$ cat src/rtl/video_pattern_pkg.sv
// Shared definitions for the video timing / test-pattern source:
// pattern mode encoding, colour-bar palette and modeline total helper.
package video_pattern_pkg;

  typedef enum logic [1:0] {
    MODE_BORDER = 2'd0,
    MODE_BARS   = 2'd1,
    MODE_CHECK  = 2'd2,
    MODE_SOLID  = 2'd3
  } mode_t;

  // Bar colours as {R,G,B} "component on" flags.
  localparam logic [2:0] BAR_WHITE   = 3'b111;
  localparam logic [2:0] BAR_YELLOW  = 3'b110;
  localparam logic [2:0] BAR_CYAN    = 3'b011;
  localparam logic [2:0] BAR_GREEN   = 3'b010;
  localparam logic [2:0] BAR_MAGENTA = 3'b101;
  localparam logic [2:0] BAR_RED     = 3'b100;
  localparam logic [2:0] BAR_BLUE    = 3'b001;
  localparam logic [2:0] BAR_BLACK   = 3'b000;

  function automatic int calc_total(input int active, input int fp,
                                    input int sync, input int bp);
    return active + fp + sync + bp;
  endfunction

  function automatic logic [2:0] bar_colour(input logic [2:0] idx);
    logic [2:0] c;
    case (idx)
      3'd0:    c = BAR_WHITE;
      3'd1:    c = BAR_YELLOW;
      3'd2:    c = BAR_CYAN;
      3'd3:    c = BAR_GREEN;
      3'd4:    c = BAR_MAGENTA;
      3'd5:    c = BAR_RED;
      3'd6:    c = BAR_BLUE;
      default: c = BAR_BLACK;
    endcase
    return c;
  endfunction

endpackage

$ cat src/rtl/video_pattern_gen_timing.sv
// Raster counters for video_pattern_gen: hcnt/vcnt, active-area, hsync,
// vsync and start-of-frame decode, all relative to the current counter state.
module video_timing_counter
  import video_pattern_pkg::*;
#(
  parameter int H_ACTIVE = 720,
  parameter int H_FP     = 12,
  parameter int H_SYNC   = 64,
  parameter int H_BP     = 68,
  parameter int V_ACTIVE = 576,
  parameter int V_FP     = 5,
  parameter int V_SYNC   = 5,
  parameter int V_BP     = 39,
  parameter int CW       = 12
) (
  input  logic          clk,
  input  logic          rst,
  output logic [CW-1:0] hcnt,
  output logic [CW-1:0] vcnt,
  output logic          active,
  output logic          hsync,
  output logic          vsync,
  output logic          sof
);
  localparam int H_TOTAL = calc_total(H_ACTIVE, H_FP, H_SYNC, H_BP);
  localparam int V_TOTAL = calc_total(V_ACTIVE, V_FP, V_SYNC, V_BP);

  localparam logic [CW-1:0] H_LAST   = CW'(H_TOTAL - 1);
  localparam logic [CW-1:0] V_LAST   = CW'(V_TOTAL - 1);
  localparam logic [CW-1:0] H_ACT    = CW'(H_ACTIVE);
  localparam logic [CW-1:0] V_ACT    = CW'(V_ACTIVE);
  localparam logic [CW-1:0] HS_START = CW'(H_ACTIVE + H_FP);
  localparam logic [CW-1:0] HS_END   = CW'(H_ACTIVE + H_FP + H_SYNC);
  localparam logic [CW-1:0] VS_START = CW'(V_ACTIVE + V_FP);
  localparam logic [CW-1:0] VS_END   = CW'(V_ACTIVE + V_FP + V_SYNC);

  logic v_in_sync;
  logic vsync_hold;

  assign v_in_sync = (vcnt >= VS_START) && (vcnt < VS_END);

  always_ff @(posedge clk) begin
    if (rst) begin
      hcnt       <= '0;
      vcnt       <= '0;
      vsync_hold <= 1'b0;
    end else begin
      if (hcnt == H_LAST) begin
        hcnt <= '0;
        vcnt <= (vcnt == V_LAST) ? '0 : vcnt + CW'(1);
      end else begin
        hcnt <= hcnt + CW'(1);
      end
      if (hcnt == HS_START) vsync_hold <= v_in_sync;
    end
  end

  // vsync only re-evaluates on the hsync leading edge so both edges line up.
  assign vsync  = (hcnt == HS_START) ? v_in_sync : vsync_hold;
  assign hsync  = (hcnt >= HS_START) && (hcnt < HS_END);
  assign active = (hcnt < H_ACT) && (vcnt < V_ACT);
  assign sof    = (hcnt == '0) && (vcnt == '0);

endmodule

$ cat src/rtl/video_pattern_gen.sv
// Parametrised video timing and test-pattern source for the HDMI encoder.
// Optional moving white bar overlay: define VIDEO_PATTERN_GEN_MOVING_BAR_EN.
module video_pattern_gen
  import video_pattern_pkg::*;
#(
  parameter int H_ACTIVE = 720,
  parameter int H_FP     = 12,
  parameter int H_SYNC   = 64,
  parameter int H_BP     = 68,
  parameter int V_ACTIVE = 576,
  parameter int V_FP     = 5,
  parameter int V_SYNC   = 5,
  parameter int V_BP     = 39,
  parameter bit H_POL    = 1'b0,
  parameter bit V_POL    = 1'b0,
  parameter int BPC      = 8,
  parameter int CW       = 12
) (
  input  logic             I_CLK_PIXEL,
  input  logic             I_RESET,
  input  logic [1:0]       I_MODE,
  input  logic [3*BPC-1:0] I_SOLID,
  output logic [BPC-1:0]   O_R,
  output logic [BPC-1:0]   O_G,
  output logic [BPC-1:0]   O_B,
  output logic             O_BLANK,
  output logic             O_HSYNC,
  output logic             O_VSYNC,
  output logic             O_SOF,
  output logic [CW-1:0]    O_X,
  output logic [CW-1:0]    O_Y
);
  localparam int H_TOTAL = calc_total(H_ACTIVE, H_FP, H_SYNC, H_BP);
  localparam int V_TOTAL = calc_total(V_ACTIVE, V_FP, V_SYNC, V_BP);
  localparam int BAR_W   = (H_ACTIVE >= 8) ? H_ACTIVE / 8 : 1;

  localparam logic [CW-1:0]  X_LAST  = CW'(H_ACTIVE - 1);
  localparam logic [CW-1:0]  Y_LAST  = CW'(V_ACTIVE - 1);
  localparam logic [BPC-1:0] PIX_MAX = {BPC{1'b1}};
  localparam logic [BPC-1:0] PIX_MID = BPC'(1 << (BPC - 1));
  localparam logic [BPC-1:0] PIX_ON  = BPC'(3 << (BPC - 2));

  generate
    if (H_TOTAL > (1 << CW) || V_TOTAL > (1 << CW)) begin : g_cw_too_narrow
      $fatal(1, "video_pattern_gen: CW cannot hold H_TOTAL-1 / V_TOTAL-1");
    end
  endgenerate

  function automatic logic [2:0] bar_index(input logic [CW-1:0] x);
    int idx;
    idx = int'(x) / BAR_W;
    return (idx > 7) ? 3'd7 : idx[2:0];
  endfunction

  // ---- stage p0: counter state and combinational pattern ----
  logic [CW-1:0]    hcnt_p0, vcnt_p0;
  logic             active_p0, hsync_p0, vsync_p0, sof_p0;
  mode_t            mode_q, mode_p0;
  logic [3*BPC-1:0] solid_q, solid_p0;
  logic             border_p0;
  logic [2:0]       bar_rgb;
  logic [BPC-1:0]   r_p0, g_p0, b_p0;

  video_timing_counter #(
    .H_ACTIVE(H_ACTIVE), .H_FP(H_FP), .H_SYNC(H_SYNC), .H_BP(H_BP),
    .V_ACTIVE(V_ACTIVE), .V_FP(V_FP), .V_SYNC(V_SYNC), .V_BP(V_BP),
    .CW(CW)
  ) u_timing (
    .clk   (I_CLK_PIXEL),
    .rst   (I_RESET),
    .hcnt  (hcnt_p0),
    .vcnt  (vcnt_p0),
    .active(active_p0),
    .hsync (hsync_p0),
    .vsync (vsync_p0),
    .sof   (sof_p0)
  );

  // The frame's first pixel already uses the freshly sampled mode/colour.
  assign mode_p0  = sof_p0 ? mode_t'(I_MODE) : mode_q;
  assign solid_p0 = sof_p0 ? I_SOLID : solid_q;

  always_ff @(posedge I_CLK_PIXEL) begin
    if (I_RESET) begin
      mode_q <= MODE_BORDER;
    end else if (sof_p0) begin
      mode_q <= mode_t'(I_MODE);
    end
  end

  always_ff @(posedge I_CLK_PIXEL) begin
    if (sof_p0) solid_q <= I_SOLID;
  end

  assign border_p0 = (hcnt_p0 == '0) || (hcnt_p0 == X_LAST) ||
                     (vcnt_p0 == '0) || (vcnt_p0 == Y_LAST);

`ifdef VIDEO_PATTERN_GEN_MOVING_BAR_EN
  localparam logic [CW-1:0] BAR_X_LAST = CW'(H_ACTIVE - 8);
  localparam logic [CW-1:0] H_LAST_CNT = CW'(H_TOTAL - 1);
  localparam logic [CW-1:0] V_LAST_CNT = CW'(V_TOTAL - 1);

  logic [CW-1:0] bar_x;
  logic          in_bar_p0;

  // Advance on the edge that enters the SOF state so a whole frame shares one bar_x.
  always_ff @(posedge I_CLK_PIXEL) begin
    if (I_RESET) begin
      bar_x <= '0;
    end else if (hcnt_p0 == H_LAST_CNT && vcnt_p0 == V_LAST_CNT) begin
      bar_x <= (bar_x == BAR_X_LAST) ? '0 : bar_x + CW'(1);
    end
  end

  assign in_bar_p0 = (hcnt_p0 >= bar_x) && (hcnt_p0 < bar_x + CW'(8));
`endif

  always_comb begin
    r_p0    = '0;
    g_p0    = '0;
    b_p0    = '0;
    bar_rgb = bar_colour(bar_index(hcnt_p0));
    case (mode_p0)
      MODE_BORDER: begin
        if (border_p0) begin
          g_p0 = PIX_MAX;
        end else begin
          r_p0 = PIX_MID;
          g_p0 = PIX_MID;
          b_p0 = PIX_MID;
        end
      end
      MODE_BARS: begin
        r_p0 = bar_rgb[2] ? PIX_ON : '0;
        g_p0 = bar_rgb[1] ? PIX_ON : '0;
        b_p0 = bar_rgb[0] ? PIX_ON : '0;
      end
      MODE_CHECK: begin
        if (hcnt_p0[4] ^ vcnt_p0[4]) begin
          r_p0 = PIX_MAX;
          g_p0 = PIX_MAX;
          b_p0 = PIX_MAX;
        end
      end
      MODE_SOLID: {r_p0, g_p0, b_p0} = solid_p0;
      default: ;
    endcase
`ifdef VIDEO_PATTERN_GEN_MOVING_BAR_EN
    if (in_bar_p0 && !(mode_p0 == MODE_BORDER && border_p0)) begin
      r_p0 = PIX_MAX;
      g_p0 = PIX_MAX;
      b_p0 = PIX_MAX;
    end
`endif
    if (!active_p0) begin
      r_p0 = '0;
      g_p0 = '0;
      b_p0 = '0;
    end
  end

  // ---- stage p1: output registers ----
  logic [BPC-1:0] r_p1, g_p1, b_p1;
  logic           blank_p1, hsync_p1, vsync_p1, sof_p1;
  logic [CW-1:0]  x_p1, y_p1;

  always_ff @(posedge I_CLK_PIXEL) begin
    if (I_RESET) begin
      r_p1     <= '0;
      g_p1     <= '0;
      b_p1     <= '0;
      blank_p1 <= 1'b1;
      hsync_p1 <= ~H_POL;
      vsync_p1 <= ~V_POL;
      sof_p1   <= 1'b0;
      x_p1     <= '0;
      y_p1     <= '0;
    end else begin
      r_p1     <= r_p0;
      g_p1     <= g_p0;
      b_p1     <= b_p0;
      blank_p1 <= ~active_p0;
      hsync_p1 <= hsync_p0 ? H_POL : ~H_POL;
      vsync_p1 <= vsync_p0 ? V_POL : ~V_POL;
      sof_p1   <= sof_p0;
      x_p1     <= hcnt_p0;
      y_p1     <= vcnt_p0;
    end
  end

  assign O_R     = r_p1;
  assign O_G     = g_p1;
  assign O_B     = b_p1;
  assign O_BLANK = blank_p1;
  assign O_HSYNC = hsync_p1;
  assign O_VSYNC = vsync_p1;
  assign O_SOF   = sof_p1;
  assign O_X     = x_p1;
  assign O_Y     = y_p1;

endmodule
$ cat config.mk
export PLATFORM = sky130hd
export DESIGN_NAME = video_pattern_gen
export DESIGN_NICKNAME = d
export VERILOG_FILES = /design/src/rtl/video_pattern_pkg.sv /design/src/rtl/video_pattern_gen_timing.sv /design/src/rtl/video_pattern_gen.sv
export SDC_FILE = /design/constraint.sdc
export NUM_CORES = 1
export LEC_CHECK = 0
export CAP_MARGIN = 10
export CORE_MARGIN = 3
export CORE_UTILIZATION = 55
export CTS_CLUSTER_DIAMETER = 40
export DETAILED_ROUTE_END_ITERATION = 16
export PLACE_DENSITY = 0.85
export SLEW_MARGIN = 20
export SYNTH_ARGS = -nofsm -noshare
export SYNTH_HDL_FRONTEND = slang
export SYNTH_HIERARCHICAL = 1
export SYNTH_SLANG_ARGS = --single-unit
$ cat constraint.sdc
create_clock -name I_CLK_PIXEL -period 5.5 [get_ports I_CLK_PIXEL]
set_clock_uncertainty 0.2 [all_clocks]
set_input_delay 0.55 -clock I_CLK_PIXEL [delete_from_list [all_inputs] [get_ports I_CLK_PIXEL]]
set_output_delay 0.55 -clock I_CLK_PIXEL [all_outputs]
set_load 0.02 [all_outputs]
==> results of run 1 <==
## kinds of logic (layout without fill, tap and decap cells)
group | count (synthesis) | count (layout)
AO/OA/AOI/OAI | 159 | 159
XOR/XNOR | 21 | 21
adder cells (fa/ha/maj) | 8 | 8
buffers and inverters | 48 | 129
flip-flops | 103 | 103
multiplexers | 37 | 37
AND/OR/NAND/NOR | 251 | 251
## placed cells by master (no fill, tap or decap), drive strengths merged, types with 4 or more instances in the layout
cell type	instances
a2111oi	4
a211oi	8
a21o	5
a21oi	45
a31oi	10
and2	8
and3	8
and4	5
buf	19
clkbuf	9
clkdlybuf4s50	79
dfxtp	103
ha	7
inv	16
mux2	26
mux2i	11
nand2	65
nand2b	8
nand3	32
nand4	13
nor2	44
nor2b	28
nor3	8
nor4	6
o211ai	12
o21ai	27
o31ai	5
or2	4
or3	8
xnor2	10
xor2	11
## final cells by class
| type | instances | area share, % |
|---|---|---|
| Clock buffer | 9 | 1.879 |
| Multi-Input combinational cell | 476 | 48.19 |
| Clock inverter | 7 | 1.196 |
| Sequential cell | 103 | 31.28 |
| Tap cell | 129 | 2.448 |
| Timing Repair Buffer | 98 | 14.16 |
| Inverter | 15 | 0.8541 |
## power by group
| part | total (mW) | switching, mW | internal, mW | leakage (nW) |
|---|---|---|---|---|
| registers | 0.827 | 0.0195 | 0.808 | 0.844 |
| clock network | 0.480 | 0.265 | 0.215 | 0.0977 |
| logic | 0.241 | 0.125 | 0.116 | 1.52 |
## metal layers
metal / track usage (%) / part of all wire (%)
met2: 43.81 / 49
met1: 32.04 / 43
met5: 0 / 0
met3: 4.348 / 6.1
met4: 7.966 / 1.4
## how the worst min path moves through the flow
stage	startpoint	endpoint	slack [ns]	cells past startpoint
floorplan	solid_q[6]$_DFF_P_	solid_q[6]$_DFF_P_	0.25	1
global placement	solid_q[6]$_DFF_P_	solid_q[6]$_DFF_P_	0.25	1
detailed placement	solid_q[11]$_DFF_P_	solid_q[11]$_DFF_P_	0.26	1
CTS	solid_q[15]$_DFF_P_	solid_q[15]$_DFF_P_	0.28	1
global route	solid_q[5]$_DFF_P_	solid_q[5]$_DFF_P_	0.30	1
finish	solid_q[12]$_DFF_P_	solid_q[12]$_DFF_P_	0.29	1
## cells in the mapped netlist (8+ instances only)
master    number  area share, %
o21ai_0       24            2.2
nand2_1       65            4.5
xnor2_1       10            1.6
nand3_1       32            3.0
a21oi_1       44            4.1
nor2b_1       28            3.2
mux2_2        26            5.4
or3_1          8           0.92
and3_1         8           0.92
clkbuf_1      22            1.5
a31oi_1        9            1.0
nor2_1        43            3.0
xor2_1        11            1.8
mux2i_1       10            1.8
o211ai_1      10            1.4
inv_1         14           0.97
nand4_1       12            1.4
dfxtp_1      103             38
nand2b_1       8           0.92
## worst max-delay path, delay by kind of cell (launching register included)
| kind | cells | cell delay, ns |
|---|---|---|
| DFF | 1 | 0.34 |
| AOI/OAI and AO/OA | 11 | 2.70 |
| muxes | 1 | 0.28 |
| and+or+nand+nor | 5 | 1.30 |
| adders and majority gates | 1 | 0.35 |
## state kept, by name, summed over array words and instances (netlist names)
register             cells
solid_q                 24
O_VSYNC                  1
O_G                      8
O_HSYNC                  1
mode_q                   2
u_timing/vcnt           12
u_timing/vsync_hold      1
O_X                     12
O_SOF                    1
O_B                      8
O_R                      8
O_BLANK                  1
u_timing/hcnt           12
O_Y                     12
## timing repair
action                     in CTS  in global routing
gates resized for setup         0                  4
hold buffers                    0                  0
setup buffers                   0                  1
setup endpoints to repair       0                  2
==> impl_metrics.csv, run 1 <==
group,metric,value,unit
placement,place_area,6369,µm²
worst_setup_path,cp-endpoint,"O_B[7]$_SDFF_PP0_",
timing,whs,0.2850,ns
final_layout,final_net_count,738,
synth,synth_top_family_by_area,"simple AND/OR/NAND/NOR gates",
hold_path,hold_class,"reg -> reg",
worst_setup_path,cp_max_fo,9,
placement,place_ws,0.2619,ns
die,fp-row-count,35,
clock_network,clk_path_buf_depth,2,
synth,yosysWarnings,6,
synth,synth.area.mux_share,7.497,%
synth,synth_cells,627,
timing,slew_violations,0,
die,die_area,11090,µm²
clock_network,clk_latency,0.36,ns
synth,synthSimpleGateAreaFrac,24.38,%
worst_setup_path,rr_startpoint,"u_timing/hcnt[7]$_SDFF_PP0_",
global_route,grt_pass1_vias,4871,
synth,synth-seq-cells,103,
worst_setup_path,cp-end-kind,"flop",
power_and_ir_drop,powerDensity,235.0,nW/µm²
final_layout,nFillCells,704,
power_and_ir_drop,power.total,1.549,mW
final_layout,multiInputGateArea,3177,µm²
synth,synth_edf_count,0,
worst_setup_path,crit_start,"u_timing/hcnt[7]$_SDFF_PP0_",
final_layout,drive_above_1_share,12.01,%
clock_network,cts_buffers,9,
route,drc,0,
die,core_area,9415,µm²
timing,rsz0062_at_grt,"false",
synth,yosys.area_share.xor_xnor,3.391,%
clock_network,htree_levels,3,
timing,finalSetupTns,0,ns
die,die_y,105.3,µm
synth,synth_top_flop_cell,"dfxtp_1",
synth,seq_area_frac_synth,38.02,%
timing,tightest_slew,0.9328,ns
die,ioPinCount,80,
timing,finalCriticalPeriod,5.242,ns
placement,dp_hpwl,10200,µm
timing,finalCritPeriodShare,95.31,%
clock_network,cts_root_buf,"clkbuf_8",
run,max-cap-violations,0,
die,initial_core_util,57.61,%
clock_network,clk_pin_slew_worst_paths,0.10,ns
worst_setup_path,cp.required,5.60,ns
final_layout,syn_to_final_growth,21.55,%
synth,synth-async-reset-ratio,0,%
final_layout,design_area,6593,µm²
worst_setup_path,rr_endpoint,"O_B[7]$_SDFF_PP0_",
route,initialDrtViolationCount,403,
worst_setup_path,cp-start-kind,"flop",
worst_setup_path,critPathKind,"reg -> reg",
status,status,"completed",
synth,synth_cell_types,80,
global_route,grt_pass1_wl,23470,µm
placement,io_buffers,79,
die,die_w,105.3,µm
synth,synth-adder-area-share,1.799,%
global_route,grt_max_degree,41,
route,num_vias,5106,
route,drt_wl_total,14330,µm
worst_setup_path,r2r_setup_slack,0.26,ns
worst_setup_path,cpMostUsedCell,"o211ai_1",
global_route,grt-ovfl-total,0,
power_and_ir_drop,p_leak,2.463,nW
route,via_per_inst,6.100,
route,wl_per_cell,17.13,µm
timing,worst_slack,0.2579,ns
timing,relSlewSlack,37.47,%
final_layout,n_antenna_cell,0,
worst_setup_path,r2r_cells,18,
timing,setup_violations,0,
synth,avgSynthCellArea,8.651,µm²
synth,synth_compound_area_share,21.15,%
worst_setup_path,max_stage_delay,0.52,ns
global_route,grtUsageTotal,25.32,%
synth,synth_fp_nets,662,
final_layout,area.sequential,2062,µm²
worst_setup_path,slowest_stage,"o211ai_1",
global_route,grt_antenna_before_repair,0,
timing,final_hold_viol_count,0,
worst_setup_path,arrival,5.34,ns
route,first_pass_iters,6,
placement,place_congestion,0.9346,
synth,syn_area,5424,µm²
worst_setup_path,crit_chain,"o211ai_2 > nand2_1 > ha_1 > a2111oi_4 > nor2_1 > o21ai_1 > o211ai_1 > o211ai_1 > mux2i_1 > o22ai_2 > a21o_2 > a311o_1 > o22ai_2 > nand2_1 > or3b_1 > o211ai_2 > or4b_1 > o211ai_1",
power_and_ir_drop,peakVddDrop,140.5,µV
placement,dp.cells,820,
timing,fmax,0.1908,GHz
final_layout,instances_no_fill,837,
final_layout,final_util,70.02,%
clock_network,cts_tree,"yes",
route,detail-route-antenna-nets,0,
clock_network,cts_sinks,103,
No activity file was read; power rests on OpenSTA's default activity.
==> run 2, diff against run 1 <==
- CORE_MARGIN: 3 -> unset
==> run 2 against run 1 <==
Global-route usage grew 3.3 points; count of clock-buffer cells in the layout is the same; clock power grew 17%; total power grew 5.1%.
==> impl_metrics.csv, run 2 (synthesized netlist as in run 1, its figures left out) <==
group,metric,value,unit
final_layout,instances_no_fill,840,
final_layout,multiInputGateArea,3196,µm²
final_layout,syn_to_final_growth,23.14,%
clock_network,clk_latency,0.38,ns
placement,place_area,6354,µm²
worst_setup_path,arrival,5.27,ns
final_layout,nFillCells,680,
global_route,grt_antenna_before_repair,0,
hold_path,hold_class,"reg -> reg",
global_route,grt-ovfl-total,0,
route,highest_layer,"met4",
final_layout,drive_above_1_share,12.38,%
route,num_vias,5142,
route,drt_wl_total,14470,µm
final_layout,design_area,6679,µm²
run,max-cap-violations,0,
die,die_y,101.3,µm
route,wl_per_cell,17.23,µm
worst_setup_path,critPathKind,"reg -> reg",
die,initial_core_util,57.61,%
worst_setup_path,rr_endpoint,"O_B[7]$_SDFF_PP0_",
final_layout,final_net_count,741,
timing,finalCritPeriodShare,93.87,%
clock_network,cts_tree,"yes",
power_and_ir_drop,p_leak,2.493,nW
timing,relSlewSlack,43.25,%
hold_path,hold_start,"solid_q[15]$_DFF_P_",
route,detail-route-antenna-nets,0,
die,die_area,10260,µm²
worst_setup_path,cp-start-kind,"flop",
route,m1WireLength,5935,µm
hold_path,hold_depth,1,
worst_setup_path,cp.required,5.61,ns
clock_network,clk_path_buf_depth,2,
final_layout,largest_register,"solid_q",
power_and_ir_drop,power.total,1.628,mW
timing,setup_violations,0,
global_route,grt_pass1_vias,4715,
clock_network,cts_sinks,103,
route,via_per_inst,6.121,
power_and_ir_drop,peakVddDrop,134.6,µV
clock_network,clk_pin_slew_worst_paths,0.10,ns
final_layout,n_antenna_cell,0,
clock_network,htree_levels,3,
route,first_pass_iters,5,
timing,finalSetupTns,0,ns
placement,io_buffers,79,
final_layout,largest_reg_flops,24,
placement,place_congestion,0.9193,
worst_setup_path,rr_startpoint,"u_timing/hcnt[9]$_SDFF_PP0_",
die,core_area,9415,µm²
route,initialDrtViolationCount,289,
final_layout,layout_common_cells,"103 x dfxtp_1, 79 x clkdlybuf4s50_1, 65 x nand2_1",
clock_network,cts_buffers,9,
timing,tightest_slew,0.8500,ns
clock_network,cts_root_buf,"clkbuf_8",
route,wl_met3,1028,µm
global_route,grt_pass1_wl,23140,µm
final_layout,area.sequential,2062,µm²
worst_setup_path,cp_max_fo,8,
final_layout,final_util,70.94,%
die,ioPinCount,80,
route,drc,0,
global_route,grt_max_degree,41,
status,status,"completed",
die,fp-row-count,35,
hold_path,hold_end,"solid_q[15]$_DFF_P_",
global_route,grtUsageTotal,28.57,%
final_layout,layout.cells.most_common,"dfxtp_1",
worst_setup_path,r2r_setup_slack,0.34,ns
timing,finalCriticalPeriod,5.163,ns
route,met2WireLength,7185,µm
worst_setup_path,r2r_cells,19,
placement,dp_hpwl,10150,µm
timing,slew_violations,0,
worst_setup_path,cp-end-kind,"flop",
power_and_ir_drop,powerDensity,243.8,nW/µm²
timing,rsz0062_at_grt,"false",
die,die_w,101.3,µm
placement,dp.cells,818,
timing,final_hold_viol_count,0,
timing,fmax,0.1937,GHz
run 2: worst max-delay path by stage:
stage                                            from           endpoint  slack, ns  depth (start not counted)
after CTS                 u_timing/hcnt[7]$_SDFF_PP0_  O_B[7]$_SDFF_PP0_       0.11                         18
after floorplan           u_timing/hcnt[7]$_SDFF_PP0_  O_B[7]$_SDFF_PP0_       0.55                         19
after global routing      u_timing/hcnt[7]$_SDFF_PP0_  O_B[7]$_SDFF_PP0_       0.04                         19
final                     u_timing/hcnt[9]$_SDFF_PP0_  O_B[7]$_SDFF_PP0_       0.34                         19
after global placement    u_timing/hcnt[7]$_SDFF_PP0_  O_B[7]$_SDFF_PP0_       0.38                         18
after detailed placement  u_timing/hcnt[7]$_SDFF_PP0_  O_B[7]$_SDFF_PP0_       0.15                         18
run 2: critical path, stage by stage (launching register included):
cell,delay [ns]
dfxtp_1,0.40
o211ai_4,0.12
nand2_1,0.13
ha_1,0.22
inv_1,0.10
a2111oi_4,0.40
or2_4,0.25
a211oi_1,0.10
o211a_1,0.31
a2111oi_4,0.48
o211ai_1,0.27
nor3_2,0.38
a211oi_1,0.09
a311o_1,0.34
o22ai_2,0.16
nand2_1,0.12
or3b_1,0.38
o211ai_2,0.08
or4b_1,0.47
o211ai_1,0.11
run 2: stage by stage:
stage	worst slack (ns)	hold slack, ns
floorplan	0.5479	0.2470
CTS	0.1110	0.2851
detailed placement	0.1542	0.2597
finish	0.3374	0.2849
global route	0.04397	0.3022
global placement	0.3760	0.2543
run 2: final cells by class:
class	count	share of cell area [%]
multi-input cells	476	47.85
flip-flops and latches	103	30.87
repair buffers	101	14.31
well taps	129	2.417
clock buffers	9	1.855
clock inverters	7	1.855
inverters	15	0.8430
run 2: report_power, final:
part / switching [mW] / internal, mW
Combinational: 0.123 / 0.115
Sequential: 0.0222 / 0.808
Clock: 0.289 / 0.271
Total: 0.434 / 1.19
run 2: timing repair:
item / 4_1_cts / 5_1_grt
resized for setup: 0 / 7
setup endpoints to repair: 0 / 2
hold buffers: 0 / 0
setup buffers: 0 / 6
run 2: routing by layer:
metal,vias up,global-route usage (%)
met5,-,0
met1,2425,34.86
li1,2436,-
met4,0,10.93
met2,247,50.29
met3,34,4.831
